==> src/rtl/hv_pkg.sv <==
// Shared types and helpers for the hypervector encode core: mode and FSM state
// encodings plus a width-generic rotate-right helper.
package hv_pkg;

   typedef enum logic [1:0] {
      HV_ADD     = 2'd0,
      HV_XOR_ROT = 2'd1,
      HV_BUNDLE  = 2'd2,
      HV_RSVD    = 2'd3
   } hv_mode_t;

   typedef enum logic [1:0] {
      IDLE  = 2'd0,
      RUN   = 2'd1,
      DRAIN = 2'd2,
      OUT   = 2'd3
   } hv_state_t;

   // Largest hypervector width the rotate helper handles.
   localparam int HV_MAX_W  = 256;
   localparam int HV_MAX_AW = $clog2(HV_MAX_W);

   // Rotate the low `width` bits of vec right by amt (amt < width); bits above width are zero.
   function automatic logic [HV_MAX_W-1:0] hv_rotr(input logic [HV_MAX_W-1:0] vec,
                                                   input int amt,
                                                   input int width);
      logic [HV_MAX_W-1:0] res;
      int idx;
      res = '0;
      for (int i = 0; i < HV_MAX_W; i++) begin
         if (i < width) begin
            idx = i + amt;
            if (idx >= width) idx = idx - width;
            res[HV_MAX_AW'(i)] = vec[HV_MAX_AW'(idx)];
         end
      end
      return res;
   endfunction

endpackage

==> src/rtl/hv_encode_core_if.sv <==
// Symbol-in / result-out stream bundle of the hypervector encode core.
// The core uses the slave modport, the symbol producer / result consumer the master modport.
interface hv_encode_core_if #(
   parameter int WIDTH = 32,
   parameter int AW    = 7,
   parameter int CNT_W = 8
) ();
   logic             sym_valid;
   logic             sym_ready;
   logic [AW-1:0]    sym_data;
   logic             sym_last;
   logic             out_valid;
   logic             out_ready;
   logic [WIDTH-1:0] out_data;
   logic [CNT_W-1:0] out_count;

   modport master (
      output sym_valid, sym_data, sym_last, out_ready,
      input  sym_ready, out_valid, out_data, out_count
   );

   modport slave (
      input  sym_valid, sym_data, sym_last, out_ready,
      output sym_ready, out_valid, out_data, out_count
   );
endinterface

==> src/rtl/hv_item_mem.sv <==
// Item memory: single write port, registered read port, block RAM.
// Power-up content is mem[i] = i; out-of-range reads return zero, out-of-range writes drop.
module hv_item_mem
   import hv_pkg::*;
#(
   parameter int WIDTH = 32,
   parameter int DEPTH = 100
) (
   input  logic                     clk,
   input  logic                     we,
   input  logic [$clog2(DEPTH)-1:0] waddr,
   input  logic [WIDTH-1:0]         wdata,
   input  logic                     re,
   input  logic [$clog2(DEPTH)-1:0] raddr,
   output logic [WIDTH-1:0]         rdata
);
   localparam int AW = $clog2(DEPTH);
   localparam logic [AW:0] DEPTH_W = (AW+1)'(DEPTH);

   function automatic logic [DEPTH-1:0][WIDTH-1:0] mem_init();
      for (int i = 0; i < DEPTH; i++) mem_init[AW'(i)] = WIDTH'(i);
   endfunction

   (* ram_style = "block" *) logic [DEPTH-1:0][WIDTH-1:0] mem = mem_init();

   always_ff @(posedge clk) begin
      if (we && ({1'b0, waddr} < DEPTH_W)) mem[waddr] <= wdata;
      if (re) rdata <= ({1'b0, raddr} < DEPTH_W) ? mem[raddr] : '0;
   end

endmodule

==> src/rtl/hv_encode_core.sv <==
// Hypervector encode core: streams symbol indices through the item memory and folds them
// into one hypervector (add, xor-bind with rotation, or majority bundle when HV_BUNDLE_EN is defined).
//
// state | meaning
// IDLE  | waiting for the first symbol; item memory writable
// RUN   | accepting symbols, applying the previous symbol's memory word
// DRAIN | applying the final memory word and registering the result
// OUT   | result presented until out_ready
module hv_encode_core
   import hv_pkg::*;
#(
   parameter int WIDTH = 32,
   parameter int DEPTH = 100,
   parameter int CNT_W = 8
) (
   input  logic                     clk,
   input  logic                     rst,
   input  logic [1:0]               cfg_mode,
   input  logic                     mem_we,
   input  logic [$clog2(DEPTH)-1:0] mem_addr,
   input  logic [WIDTH-1:0]         mem_wdata,
   hv_encode_core_if.slave          bus,
   output logic                     err_oob,
   output logic                     busy
);
   localparam int AW = $clog2(DEPTH);
   localparam int PW = $clog2(WIDTH);
   localparam logic [AW:0] DEPTH_W = (AW+1)'(DEPTH);

   hv_state_t        state_q, state_d;
   hv_mode_t         mode_q;
   logic             ready_c, valid_c, accept, start, oob_c;
   logic             pend_v;
   logic [PW-1:0]    pend_pos, pos_q, pos_inc;
   logic [WIDTH-1:0] acc_q, acc_d, res_d, rot, rdata, out_data_q;
   logic [CNT_W-1:0] cnt_sym_q;
   logic             err_oob_q;

   function automatic hv_mode_t eff_mode(input logic [1:0] m);
      hv_mode_t r;
      case (m)
         2'd1:    r = HV_XOR_ROT;
`ifdef HV_BUNDLE_EN
         2'd2:    r = HV_BUNDLE;
`else
         2'd2:    r = HV_XOR_ROT;
`endif
         default: r = HV_ADD;
      endcase
      return r;
   endfunction

   always_ff @(posedge clk or posedge rst) begin
      if (rst) state_q <= IDLE;
      else     state_q <= state_d;
   end

   always_comb begin
      state_d = state_q;
      ready_c = 1'b0;
      valid_c = 1'b0;
      case (state_q)
         IDLE: begin
            ready_c = !mem_we && !rst;
            if (bus.sym_valid && ready_c) state_d = bus.sym_last ? DRAIN : RUN;
         end
         RUN: begin
            ready_c = 1'b1;
            if (bus.sym_valid && bus.sym_last) state_d = DRAIN;
         end
         DRAIN: state_d = OUT;
         OUT: begin
            valid_c = 1'b1;
            if (bus.out_ready) state_d = IDLE;
         end
         default: state_d = IDLE;
      endcase
   end

   assign accept  = bus.sym_valid && ready_c;
   assign start   = accept && (state_q == IDLE);
   assign oob_c   = ({1'b0, bus.sym_data} >= DEPTH_W);
   assign pos_inc = (pos_q == PW'(WIDTH - 1)) ? '0 : pos_q + PW'(1);

   hv_item_mem #(.WIDTH(WIDTH), .DEPTH(DEPTH)) u_mem (
      .clk   (clk),
      .we    (mem_we && (state_q == IDLE)),
      .waddr (mem_addr),
      .wdata (mem_wdata),
      .re    (accept),
      .raddr (bus.sym_data),
      .rdata (rdata)
   );

   // rdata belongs to the symbol accepted on the previous cycle, at position pend_pos.
   assign rot = WIDTH'(hv_rotr(HV_MAX_W'(rdata), 32'(pend_pos), WIDTH));

   always_comb begin
      acc_d = acc_q;
      if (pend_v) begin
         if (mode_q == HV_XOR_ROT) acc_d = acc_q ^ rot;
         else                      acc_d = acc_q + rdata;
      end
   end

`ifdef HV_BUNDLE_EN
   logic [CNT_W-1:0] bcnt_q [WIDTH];
   logic [CNT_W-1:0] bcnt_d [WIDTH];
   logic [WIDTH-1:0] bin_d;

   always_comb begin
      bin_d = '0;
      for (int b = 0; b < WIDTH; b++) begin
         bcnt_d[PW'(b)] = bcnt_q[PW'(b)];
         if (pend_v && (mode_q == HV_BUNDLE) && rot[PW'(b)] && (bcnt_q[PW'(b)] != '1))
            bcnt_d[PW'(b)] = bcnt_q[PW'(b)] + CNT_W'(1);
         // Strict majority: ties resolve to 0.
         bin_d[PW'(b)] = ({bcnt_d[PW'(b)], 1'b0} > {1'b0, cnt_sym_q});
      end
   end

   always_ff @(posedge clk or posedge rst) begin
      if (rst) begin
         for (int b = 0; b < WIDTH; b++) bcnt_q[PW'(b)] <= '0;
      end else if (start) begin
         for (int b = 0; b < WIDTH; b++) bcnt_q[PW'(b)] <= '0;
      end else begin
         bcnt_q <= bcnt_d;
      end
   end

   assign res_d = (mode_q == HV_BUNDLE) ? bin_d : acc_d;
`else
   assign res_d = acc_d;
`endif

   always_ff @(posedge clk or posedge rst) begin
      if (rst) begin
         mode_q     <= HV_ADD;
         pend_v     <= 1'b0;
         pend_pos   <= '0;
         pos_q      <= '0;
         acc_q      <= '0;
         cnt_sym_q  <= '0;
         err_oob_q  <= 1'b0;
         out_data_q <= '0;
      end else begin
         pend_v <= accept;
         if (accept) pend_pos <= start ? '0 : pos_q;
         if (start) begin
            mode_q    <= eff_mode(cfg_mode);
            acc_q     <= '0;
            cnt_sym_q <= CNT_W'(1);
            err_oob_q <= oob_c;
            pos_q     <= PW'(1);
         end else begin
            acc_q <= acc_d;
            if (accept) begin
               pos_q <= pos_inc;
               if (cnt_sym_q != '1) cnt_sym_q <= cnt_sym_q + CNT_W'(1);
               if (oob_c) err_oob_q <= 1'b1;
            end
         end
         if (state_q == DRAIN) out_data_q <= res_d;
      end
   end

   assign bus.sym_ready = ready_c;
   assign bus.out_valid = valid_c;
   assign bus.out_data  = valid_c ? out_data_q : '0;
   assign bus.out_count = cnt_sym_q;
   assign err_oob       = err_oob_q;
   assign busy          = (state_q != IDLE);

endmodule

==> src/flat_wrapper.sv <==
// flat-port wrapper written by rule: the top's interface ports become plain ports
module hv_encode_core_flat import hv_pkg::*;
#(
   parameter int WIDTH = 32,
   parameter int DEPTH = 100,
   parameter int CNT_W = 8
)
  (clk, rst, cfg_mode, mem_we, mem_addr, mem_wdata, err_oob, busy, bus_sym_valid, bus_sym_data, bus_sym_last, bus_out_ready, bus_sym_ready, bus_out_valid, bus_out_data, bus_out_count);
  hv_encode_core_if #(.WIDTH(WIDTH), .CNT_W(CNT_W)) bus_i ();
  input  logic clk;
  input  logic rst;
  input  logic [1:0] cfg_mode;
  input  logic mem_we;
  input  logic [$clog2(DEPTH)-1:0] mem_addr;
  input  logic [WIDTH-1:0] mem_wdata;
  output logic err_oob;
  output logic busy;
  input wire logic [$bits(bus_i.sym_valid)-1:0] bus_sym_valid;
  input wire logic [$bits(bus_i.sym_data)-1:0] bus_sym_data;
  input wire logic [$bits(bus_i.sym_last)-1:0] bus_sym_last;
  input wire logic [$bits(bus_i.out_ready)-1:0] bus_out_ready;
  output wire logic [$bits(bus_i.sym_ready)-1:0] bus_sym_ready;
  output wire logic [$bits(bus_i.out_valid)-1:0] bus_out_valid;
  output wire logic [$bits(bus_i.out_data)-1:0] bus_out_data;
  output wire logic [$bits(bus_i.out_count)-1:0] bus_out_count;
  assign bus_i.sym_valid = bus_sym_valid;
  assign bus_i.sym_data = bus_sym_data;
  assign bus_i.sym_last = bus_sym_last;
  assign bus_i.out_ready = bus_out_ready;
  assign bus_sym_ready = bus_i.sym_ready;
  assign bus_out_valid = bus_i.out_valid;
  assign bus_out_data = bus_i.out_data;
  assign bus_out_count = bus_i.out_count;
  hv_encode_core #(.WIDTH(WIDTH), .DEPTH(DEPTH), .CNT_W(CNT_W)) u_core (.clk(clk), .rst(rst), .cfg_mode(cfg_mode), .mem_we(mem_we), .mem_addr(mem_addr), .mem_wdata(mem_wdata), .bus(bus_i), .err_oob(err_oob), .busy(busy));
endmodule
==> config.mk <==
export PLATFORM = sky130hd
export DESIGN_NAME = hv_encode_core_flat
export DESIGN_NICKNAME = d
export VERILOG_FILES = /design/src/rtl/hv_pkg.sv /design/src/rtl/hv_encode_core_if.sv /design/src/rtl/hv_item_mem.sv /design/src/rtl/hv_encode_core.sv /design/src/flat_wrapper.sv
export SDC_FILE = /design/constraint.sdc
export NUM_CORES = 2
export LEC_CHECK = 0
export CAP_MARGIN = 20
export CORE_UTILIZATION = 30
export DETAILED_ROUTE_END_ITERATION = 8
export PLACE_DENSITY_LB_ADDON = 0.1
export RECOVER_POWER = 50
export SLEW_MARGIN = 10
export SYNTH_ARGS = -nofsm -noshare
export SYNTH_HDL_FRONTEND = slang
export SYNTH_SLANG_ARGS = --single-unit
==> constraint.sdc <==
create_clock -name clk -period 8 [get_ports clk]
set_input_delay 0.8 -clock clk [delete_from_list [all_inputs] [get_ports clk]]
set_output_delay 0.8 -clock clk [all_outputs]
set_load 0.01 [all_outputs]
# Word-level counts from Yosys, hierarchy flattened
# Index checks and enable logic that the tools add are counted.
dict set report op_classes {
  n_mux 155
  n_addsub 66
  eq_ne 11
  bitwise 1
  n_lt_le_gt_ge 70
  reduce_logical 19
}
# operator n
set op_table {}
lappend op_table {{$bwmux 3200} 1}
lappend op_table {{$ge 32x7->1 const B} 31}
lappend op_table {{$lt 8x10->1 const B} 32}
lappend op_table {{$mux 8} 35}
lappend op_table {{$bmux 1 s8} 32}
lappend op_table {{$sub 8x7->8 const B} 31}
lappend op_table {{$bmux 32 s7} 1}
lappend op_table {{$demux 32 s7} 1}
lappend op_table {{$mux 32} 6}
lappend op_table {{$add 5x5->6 const A} 16}
lappend op_table {{$mux 1} 69}
lappend op_table {{$add 4x5->6 const A} 8}
lappend op_table {{$add 32x32->32} 1}
lappend op_table {{$xor 32x32->32} 1}
lappend op_table {{$add 3x5->6 const A} 4}
lappend op_table {{$mux 5} 4}
lappend op_table {{$lt 7x8->1 const B} 2}
lappend op_table {{$lt 7x7->1 const B} 2}
lappend op_table {{$add 2x5->6 const A} 2}
lappend op_table {{$add 8x1->8 const B} 1}
lappend op_table {{$logic_and 1x1->1} 8}
lappend op_table {{$mux 2} 4}
lappend op_table {{$ne 8x8->1 const B} 1}
lappend op_table {{$pmux 2 s4} 1}
lappend op_table {{18 further kinds} 28}
dict set report word_totals {
  word_cells 432
  in_bits 54
  register_bits 3320
}

# Logic depth before layout (Yosys ltp)
dict set report depth {
  depth_word 10
  ltp_mapped 15
  ltp_nobuf 10
}

# Cells and area by module
# Synthesis repeated with hierarchy kept, for this count alone.
dict set report unflattened {
  hier_cells 5960
  area_unflattened_um2 132166.8
}
# module seq_area_each_um2 cells_each instances area_per_inst_um2
set modules_own_cells {}
lappend modules_own_cells {hv_item_mem 97053.1 5017 1 123168.1}
lappend modules_own_cells {hv_encode_core 2177.1 943 1 8998.6}

# Worst setup path before layout
# Ideal clock, no wire load.
dict set report synth_timing {
  path_kind {register to register}
  start {register u_core.pend_pos[1]}
  end {register u_core.out_data_q[23]}
  setup_time_ns 0.125
  slack_ns 4.504
  path_stages_with_launch 13
  arrival_time_ns 3.372
  path_cell_list {dfrtp_1 > clkbuf_8 > buf_2 > inv_1 > ha_1 > buf_4 > buf_2 > mux4_2 > mux4_2 > mux2i_1 > nor3_1 > a221o_1 > mux2_2}
}
dict set report synth_via {
  elab_chain_len 9
  elab_cells_between_ends 10
  cone_classes {2 x add/sub; 1 x order compare; 6 x mux; 1 x bitwise}
}
# item line_no
set synth_lines {}
lappend synth_lines {{from (decl)} hv_encode_core.sv:34} ;# logic [PW-1:0] pend_pos, pos_q, pos_inc;
lappend synth_lines {{from (signal assigned)} hv_encode_core.sv:149} ;# if (accept) pend_pos <= start ? '0 : pos_q;
lappend synth_lines {{$add 5x5->6 *} hv_pkg.sv:32} ;# idx = i + amt;
lappend synth_lines {{$ge 32x7->1 or $sub 8x7->8 (tied branches)} hv_pkg.sv:33} ;# if (idx >= width) idx = idx - width;
lappend synth_lines {{$mux 8 *} hv_pkg.sv:33}
lappend synth_lines {{$bmux 1 s8 *} hv_pkg.sv:34} ;# res[HV_MAX_AW'(i)] = vec[HV_MAX_AW'(idx)];
lappend synth_lines {{$mux 1 (not written as such) * (2 in series)} hv_pkg.sv:34}
lappend synth_lines {{$xor 32x32->32 *} hv_encode_core.sv:101} ;# if (mode_q == HV_XOR_ROT) acc_d = acc_q ^ rot;
lappend synth_lines {{$mux 32 *} hv_encode_core.sv:101}
lappend synth_lines {{$mux 32 *} hv_encode_core.sv:100} ;# if (pend_v) begin
lappend synth_lines {{to (signal assigned)} hv_encode_core.sv:164} ;# if (state_q == DRAIN) out_data_q <= res_d;
lappend synth_lines {{to (decl)} hv_encode_core.sv:35} ;# logic [WIDTH-1:0] acc_q, acc_d, res_d, rot, rdata, out_data_q;
# Mark *: on every way between the ends. The rest lies on a longest branch, timed or not. The select of a mux whose other input is x is not followed.
# A chain may end at the register's enable or synchronous reset.

# Worst setup path after layout
dict set report layout_timing {
  start {register u_core.state_q[0]}
  end {register u_core.u_mem.mem[2564] in the netlist's numbering (enable)}
}
dict set report layout_via {
  elab_chain_len 3
}
# item line_no
set layout_lines {}
lappend layout_lines {{from (decl)} hv_encode_core.sv:30} ;# hv_state_t state_q, state_d;
lappend layout_lines {{from (signal assigned)} hv_encode_core.sv:55} ;# else state_q <= state_d;
lappend layout_lines {{$logic_not 2->1} hv_encode_core.sv:87} ;# .we (mem_we && (state_q == IDLE)),
lappend layout_lines {{$logic_and 1x1->1} hv_encode_core.sv:87}
lappend layout_lines {{$logic_and 1x1->1} hv_item_mem.sv:27} ;# if (we && ({1'b0, waddr} < DEPTH_W)) mem[waddr] <= wdata;
lappend layout_lines {{to (signal, indexed assignment)} hv_item_mem.sv:27}
lappend layout_lines {{to (decl)} hv_item_mem.sv:24} ;# (* ram_style = "block" *) logic [DEPTH-1:0][WIDTH-1:0] mem = mem_init();
# No other way between the ends.

==> qor.txt <==
Mapped Avg Cell Area -> 22.8 µm²
Vias in the first global route -> 65900
Reg-to-Reg End -> u_core.u_mem.mem[2564]
Initial DRC Count -> 6841
Drt total wl -> 428000 µm
Full die area -> 441000 µm²
CTS root buffer -> clkbuf_16
Leakage power -> 0.0474 µW
Simple-Gate Fraction of Synth Area -> 1.59%
Number of cells on the critical path -> 8
Slowest CP cell -> clkbuf_1
GRT Resource Usage Total -> 19.1%
FF/Latch Area -> 99200 µm²
Required time of the critical path -> 8.57 ns
Failing checks -> capacitance limit, slew limit
Row cnt -> 242
Sequential share of the synthesized area -> 75.4%
Remaining global-route overflow -> 0
Yosys Warn Count -> 0
Dpl ws -> 2.47 ns
Period minus WS final -> 5.44 ns
H-tree depth -> 5
Post-route ant nets -> 0
Number of buffers and inverters on the critical path -> 3
Synth top area share -> 73.8%
Status -> complete, but fails checks
CTS Hold Bufs -> 0
Die Y -> 664 µm
CTS Buf Count -> 380
DRT Pass-1 Iters -> 8
Worst setup path end -> u_core.u_mem.mem[2564]
CP Launch Point -> u_core.state_q[0]
PortBufs -> 97
Die X -> 664 µm
Kind of end point of the critical path -> register
Top delay family on crit path -> simple AND/OR/NAND/NOR gates
First-pass GRT wire length -> 583000 µm
Layout Skew -> 0.104 ns
Finish-stage setup viols -> 0
Core area -> 435000 µm²
Top post-synthesis cells by area -> edfxtp_1, mux4_2, dfrtp_1
Final nets -> 6296
Post-cts sizing count -> 0
Mux contribution to synthesized area -> 19.2%
Worst slew margin -> -216%
Most used cell, CP -> nand2_1
P per Cell Area -> 275 nW/µm²
Vias per cell -> 5.21
Layout filler cell count -> 40200
Maximum root-to-sink buffer count -> 4
Worst path cell trace -> inv_1 -> ha_1 -> clkbuf_1 -> nand2_1 -> nor3b_1 -> nand2_1 -> nor2_4 -> buf_4
Setup TNS -> 0 ns
Worst slew pin tran -> 4.74 ns
Post-synthesis register bit count -> 3319
Via count -> 63700
Gpl congestion -> 0.779
DRC viols -> 0
Synth Area in Compound Gates -> 1.60%
Clock slew at reported path FFs -> 0.06 ns
Setup CP Type -> reg -> reg
Clk sink count -> 3319
Syn_nets -> 5890
Startpoint Class -> register
Non-Filler Instances -> 12200
Achievable clock frequency -> 184 MHz
Final Hold Violating Endpoints -> 0
CP Max Fanout -> 20
Worst setup margin -> 2.56 ns
Worst-Skew Late Latency -> 0.99 ns
Largest family of logic cells by synthesized area -> multiplexers
Crit path largest cell delay -> 0.98 ns
Most common cell after layout, fill and taps aside -> edfxtp_1
DP HPWL -> 250000 µm
Most frequent cells in the layout -> edfxtp_1, mux4_2, clkbuf_16
Reg2reg setup slack -> 2.56 ns
Wire per inst -> 35.0 µm
Slew Limit Fails -> 3142
Mapped Cells -> 5774
Unique masters post-synth -> 78
EDFF count, synth -> 3232
Fraction of final layout cells with drive strength greater than 1 -> 29.9%
Final Cycle Share -> 68.0%
FF-to-FF Start -> u_core.state_q[0]
Yosys top cell by area -> edfxtp_1
Synth Area in XOR/XNOR -> 0.299%
Multi-input gate area -> 31400 µm²
VDD IR max -> 170 µV
Reg2Reg Depth -> 8
Crit path DAT -> 6.01 ns
Initial antenna violation count -> 58
Initial Util -> 30.2%
# IOs -> 98
Largest net degree at the start of global routing -> 101
Max-cap violations -> 60
Buffer count from post-CTS setup fixing -> 0
Synth Cell Area -> 132000 µm²
CTS tree -> built
Layout area overhead -> 16.2%
Most used DFF post-synth -> edfxtp_1
RSZ-0062 raised after global routing -> no
HP Class -> in -> reg
Cell count after placement -> 11500
Asr flop ratio synth -> 2.62%
Synth Area in Adders -> 0.595%
[flip-flops by register name, summed over array words and instances, names as in the netlist]
signal                flops
u_core.err_oob            1
u_core.bus.out_count      8
u_core.mode_q             1
u_core.u_mem.rdata       32
u_core.pend_pos           5
u_core.pend_v             1
u_core.u_mem.mem       3200
u_core.state_q            2
u_core.pos_q              5
u_core.acc_q             32
u_core.out_data_q        32
[worst register-to-register path: stages (launching register included)]
cell and delay [ns]:
dfrtp_1 0.40, inv_1 0.11, ha_1 0.33, clkbuf_1 0.98
nand2_1 0.33, nor3b_1 0.80, nand2_1 0.75, nor2_4 0.78
buf_4 0.58
[synth_stat cells, types with 47 or more instances]
master / instances
edfxtp_1: 3232
mux4_2: 1036
nor2_1: 160
clkbuf_1: 143
nand2_1: 129
mux2i_1: 118
buf_2: 97
dfrtp_1: 87
a21oi_1: 73
ha_1: 61
inv_1: 60
and2_1: 53
o21ai_0: 52
mux2_2: 47
[cell families after synthesis]
kind of cell               after synthesis
and+or+nand+nor                        452
buffers and inverters                  373
DFF                                   3319
xor gates and xnor gates                44
adders and majority gates               62
AOI/OAI and AO/OA                      315
muxes                                 1209
[cell type report]
cell class                 count  share of cell area, %
sequential                  3319                   64.9
multi-input combinational   2082                   20.5
clock buffer                 484                   6.61
tap                         5734                   4.69
timing repair buffer         333                   1.76
clock inverter               210                   1.32
inverter                      64                  0.158
antenna                       16                 0.0262
[power by group]
group	switching (µW)	internal, µW	leakage (µW)
clock network	7200	9880	0.00593
logic	3160	2070	0.0113
registers	309	19400	0.0301
[per-stage QoR]
stage          utilization, %  power (µW)  instance area (µm²)  hold slack [ns]
6_report                 35.1       42000               153000            0.356
5_1_grt                  35.1       43500               153000            0.365
4_1_cts                  35.2       42500               153000           0.0689
3_5_place_dp             32.4       25400               141000            0.488
3_3_place_gp             32.3       25300               141000            0.485
2_1_floorplan               -       23100               132000            0.464
[metal layers]
metal  routed length, µm  global-route usage [%]
met5                  13                       0
met4                8770                    3.83
met3               21000                    2.36
met2              208000                    31.6
met1              191000                    27.2
[worst min path at each step]
stage / to / startpoint / cells past startpoint
6_report: u_core.u_mem.mem[901] / mem_wdata[5] / 1
5_1_grt: u_core.u_mem.mem[901] / mem_wdata[5] / 1
4_1_cts: u_core.u_mem.mem[901] / mem_wdata[5] / 1
3_5_place_dp: u_core.out_data_q[21] / u_core.out_data_q[21] / 1
3_3_place_gp: u_core.out_data_q[14] / u_core.out_data_q[14] / 1
2_1_floorplan: u_core.pos_q[3] / u_core.pos_q[3] / 1
Power figures use the tool's default switching activity.
